===== config.mk =====
export PLATFORM = sky130hd
export DESIGN_NAME = mem_arbiter
export DESIGN_NICKNAME = d
export VERILOG_FILES = /design/src/rtl/mem_arbiter.sv
export SDC_FILE = /design/constraint.sdc
export NUM_CORES = 1
export LEC_CHECK = 0
export CORE_UTILIZATION = 35
export DETAILED_ROUTE_END_ITERATION = 8
export PLACE_DENSITY = 0.74
export SLEW_MARGIN = 15
export SYNTH_ARGS = -nofsm -noshare
export SYNTH_HDL_FRONTEND = slang
export SYNTH_SLANG_ARGS = --single-unit
export TNS_END_PERCENT = 30

===== constraint.sdc =====
create_clock -name clk_i -period 1.6 [get_ports clk_i]
set_input_delay 0.16 -clock clk_i [delete_from_list [all_inputs] [get_ports clk_i]]
set_output_delay 0.16 -clock clk_i [all_outputs]
set_load 0.005 [all_outputs]

===== src/rtl/mem_arbiter.sv =====
// rtl/mem_arbiter.sv - two-requester single-port memory arbiter/sequencer (IDLE/ACCESS/RESP)
// Optional round-robin tie-breaking enabled by defining MEM_ARB_RR_EN; default is data-priority.
module mem_arbiter #(
  parameter int DATA_WIDTH = 32,
  parameter int ADDR_WIDTH = 32
) (
  input  logic                  clk_i,
  input  logic                  rst_ni,
  input  logic                  f_req_i,
  input  logic [ADDR_WIDTH-1:0] f_addr_i,
  output logic                  f_ack_o,
  input  logic                  d_req_i,
  input  logic                  d_we_i,
  input  logic [ADDR_WIDTH-1:0] d_addr_i,
  input  logic [DATA_WIDTH-1:0] d_wd_i,
  output logic                  d_ack_o,
  output logic [DATA_WIDTH-1:0] rdata_o,
  output logic                  busy_o,
  output logic                  owner_o,
  output logic [ADDR_WIDTH-1:0] mem_addr_o,
  output logic [DATA_WIDTH-1:0] mem_wd_o,
  output logic                  mem_we_o,
  output logic                  mem_re_o,
  input  logic [DATA_WIDTH-1:0] mem_rd_i
);

  typedef enum logic [1:0] {IDLE, ACCESS, RESP} state_e;

  state_e                state_q;
  logic [ADDR_WIDTH-1:0] addr_q;
  logic [DATA_WIDTH-1:0] wd_q;
  logic                  we_q;
  logic                  owner_q;
  logic [DATA_WIDTH-1:0] rdata_q;
  logic                  f_ack_q;
  logic                  d_ack_q;
  logic                  mem_we_q;
  logic                  mem_re_q;
  logic                  grant_data_d;

`ifdef MEM_ARB_RR_EN
  // rr_q remembers the last owner; a tie goes to the other requester.
  logic rr_q;
  assign grant_data_d = d_req_i && (!f_req_i || !rr_q);
`else
  assign grant_data_d = d_req_i;
`endif

  always_ff @(posedge clk_i or negedge rst_ni) begin
    if (!rst_ni) begin
      state_q  <= IDLE;
      addr_q   <= '0;
      wd_q     <= '0;
      we_q     <= 1'b0;
      owner_q  <= 1'b0;
      rdata_q  <= '0;
      f_ack_q  <= 1'b0;
      d_ack_q  <= 1'b0;
      mem_we_q <= 1'b0;
      mem_re_q <= 1'b0;
`ifdef MEM_ARB_RR_EN
      rr_q     <= 1'b1;
`endif
    end else begin
      case (state_q)
        IDLE: begin
          f_ack_q <= 1'b0;
          d_ack_q <= 1'b0;
          if (f_req_i || d_req_i) begin
            owner_q  <= grant_data_d;
            addr_q   <= grant_data_d ? d_addr_i : f_addr_i;
            if (grant_data_d) wd_q <= d_wd_i;
            we_q     <= grant_data_d && d_we_i;
            mem_we_q <= grant_data_d && d_we_i;
            mem_re_q <= !(grant_data_d && d_we_i);
`ifdef MEM_ARB_RR_EN
            rr_q     <= grant_data_d;
`endif
            state_q  <= ACCESS;
          end
        end
        ACCESS: begin
          mem_we_q <= 1'b0;
          mem_re_q <= 1'b0;
          if (!we_q) rdata_q <= mem_rd_i;
          f_ack_q  <= !owner_q;
          d_ack_q  <= owner_q;
          state_q  <= RESP;
        end
        RESP: begin
          f_ack_q <= 1'b0;
          d_ack_q <= 1'b0;
          state_q <= IDLE;
        end
        default: begin
          mem_we_q <= 1'b0;
          mem_re_q <= 1'b0;
          f_ack_q  <= 1'b0;
          d_ack_q  <= 1'b0;
          state_q  <= IDLE;
        end
      endcase
    end
  end

  assign f_ack_o    = f_ack_q;
  assign d_ack_o    = d_ack_q;
  assign rdata_o    = rdata_q;
  assign busy_o     = (state_q != IDLE);
  assign owner_o    = owner_q;
  assign mem_addr_o = addr_q;
  assign mem_wd_o   = wd_q;
  assign mem_we_o   = mem_we_q;
  assign mem_re_o   = mem_re_q;

endmodule


==> impl_metrics.yaml <==
floorplan:
  core-area_sq_um: 12000
  pin_count: 235
  start_util_pct: 36.0
  die_h_microns: 113
  rows: 40
  die_w_microns: 113
  die_area_sq_um: 12800
sta:
  report.final.slew_viol_count: 0
  hold_slack_ps: 177
  setup_violations: 0
  tightest_slew_ps: 555
  timing.fmax_ghz: 0.637
  period_needed_ps: 1570
  setup_tns_ps: 0
  hold_viol: 0
  maxSlewHeadroom_pct: 63.0
  skew_ps: 4.49
  period_share_pct: 98.0
grt:
  track_usage_pct: 18.5
  grt_max_degree: 105
  antenna_found_initial: 0
  grt_pass1_wl_mm: 18.2
  grt_pass1_vias: 3580
  grt_overflow: 0
synth:
  synth_xor_area_share_pct: 0
  syn_inst: 304
  syn-num-nets: 437
  syn-cell-area_sq_um: 4320
  ys_top_cells_by_area: "dfrtp_1, mux2_2, mux2i_1"
  synth_compound_area_share_pct: 10.8
  synth_cell_types: 21
  synth_top_family_by_area: "multiplexers"
  synth_top_area_cell: "dfrtp_1"
  synth_seq_cells: 104
  ys_seq_area_share_pct: 60.3
  yosysTopAreaCellShare_pct: 60.3
  synth-simple-area-share_pct: 1.36
  yosys_warnings: 0
  synthAdderAreaFrac_pct: 0
  muxShareOfSynthArea_pct: 24.1
  avgSynthCellArea_sq_um: 14.2
placement:
  dp_cells: 678
  dp_hpwl_mm: 8.92
  place.port_buffers: 234
  gp_congestion: 0.760
cells_and_area:
  final_common_cell: "clkdlybuf4s50_1"
  antenna_cells: 0
  fin_nets: 678
  drive_gt1_share_pct: 23.5
  finalNonFillerCells: 697
  syn_to_final_growth_pct: 66.3
  mostFrequentLayoutCells: "clkdlybuf4s50_1, dfrtp_1, mux2_2, o21ai_0, mux2i_1"
hold_path:
  hold_class: "input pin to flop"
detailed_routing:
  via_per_inst: 4.84
  drtPass1Iterations: 4
  wl_per_cell_microns: 16.9
  detail-route-antenna-nets: 0
  route.vias.total: 3371
  routed_wl_mm: 11.8
  drtIter0Drc: 101
  drc: 0
critical_path:
  crit_path_end_kind: "flop"
  criticalPathCategory: "flop to flop"
  worstPathCellList: "or2_4, nor2_4, clkbuf_16, mux2_2"
  start_kind: "flop"
  slowest_stage: "dfrtp_1"
  crit_required_ps: 1820
  crit_path_max_fanout: 16
  arrival_ps: 1790
  slowest_delay_ps: 390
clock_network:
  cts.clk_slew.worst_paths_ps: 70
  clock_sinks: 104
  cts-buffers-inserted: 9
  htreeDepth: 3
  clock_latency_ps: 330
  cts_root_buf: "clkbuf_16"
  cts_tree: "built"
  cts_buffer_depth: 2
status:
  outcome: "completed"
pwr:
  power-per-cell-area_nw_per_um2: 1780
  max-vdd-ir-drop_mv: 0.704
  p_leak_nw: 3.01
  fin_total_pwr_mw: 12.8
flow_run:
  drv_cap: 0
## per-stage QoR
step | util [%] | area (sq um) | worst slack (ps)
finish | 59.8 | 7180 | 31.3
detailed placement | 57.1 | 6860 | 48.1
global placement | 57.1 | 6860 | 103
floorplan | - | 4320 | 76.8
CTS | 59.5 | 7140 | 42.6
global route | 59.8 | 7180 | -28.2
## power by group
part | switching (mW) | internal (mW)
sequential | 0.678 | 3.96
combinational | 2.13 | 3.99
clock | 0.941 | 1.10
## worst paths after layout
kind,startpoint,endpoint,slack [ps],cells past startpoint
worst max-delay path,state_q[1]$_DFFE_PN0P_,mem_wd_o[12]$_DFFE_PN0P_,30,4
worst min-delay path,d_req_i,mem_we_o$_DFFE_PN0P_,180,3
worst max register to register,state_q[1]$_DFFE_PN0P_,mem_wd_o[12]$_DFFE_PN0P_,30,4
worst min register to register,rdata_o[6]$_DFFE_PN0P_,rdata_o[6]$_DFFE_PN0P_,500,1
max in group asynchronous,rst_ni,mem_addr_o[30]$_DFFE_PN0P_,730,3
min in group asynchronous,rst_ni,rdata_o[10]$_DFFE_PN0P_,450,3
## cells in the mapped netlist, drive strengths merged
| library cell | count |
|---|---|
| or2 | 2 |
| o21ai | 65 |
| mux2i | 32 |
| mux2 | 64 |
| nand3b | 1 |
| o211a | 1 |
| inv | 4 |
| clkbuf | 6 |
| nand2b | 1 |
| and2 | 1 |
| nor2 | 5 |
| dfrtp | 104 |
| a22o | 1 |
| buf | 15 |
| a21o | 1 |
| a21oi | 1 |
## layer usage
layer	track usage (%)	vias up	routed length, microns
met2	32.6	163	6010
met3	5.46	18	933
met1	21.1	1627	4570
met4	7.19	0	242
li1	-	1563	-
met5	0	-	0
## worst max-delay path: cells and delay by family, from the launching register on
family        cells  cell delay [ps]
mux               1              350
flops             1              390
simple gates      2              490
buf+inv           1              230
## sequential cells by signal, summed over array words and instances (netlist names)
signal      flops
rdata_o        32
state_q         2
mem_re_o        1
d_ack_o         1
f_ack_o         1
mem_wd_o       32
we_q            1
mem_addr_o     32
owner_o         1
mem_we_o        1
## kinds of logic after synthesis
logic type,after synthesis
buffers and inverters,25
flip-flops,104
AND/OR/NAND/NOR,10
multiplexers,96
AO/OA/AOI/OAI,69
## what timing repair did
action / CTS / global route
setup endpoints to repair: 1 / 14
cloned: 0 / 1
hold buffers: 1 / 0
hold endpoints to repair: 104 / 0
resized for setup: 1 / 2
buffers inserted: 0 / 1
## area by class of cell
class	count	area [sq um]
clock inverter	5	31.3
tap	147	184
inverter	4	15.0
timing repair buffer	251	2530
multi-input combinational	175	1580
clock buffer	11	243
sequential	104	2600
fill	995	4830
Power figures use the tool's default switching activity.
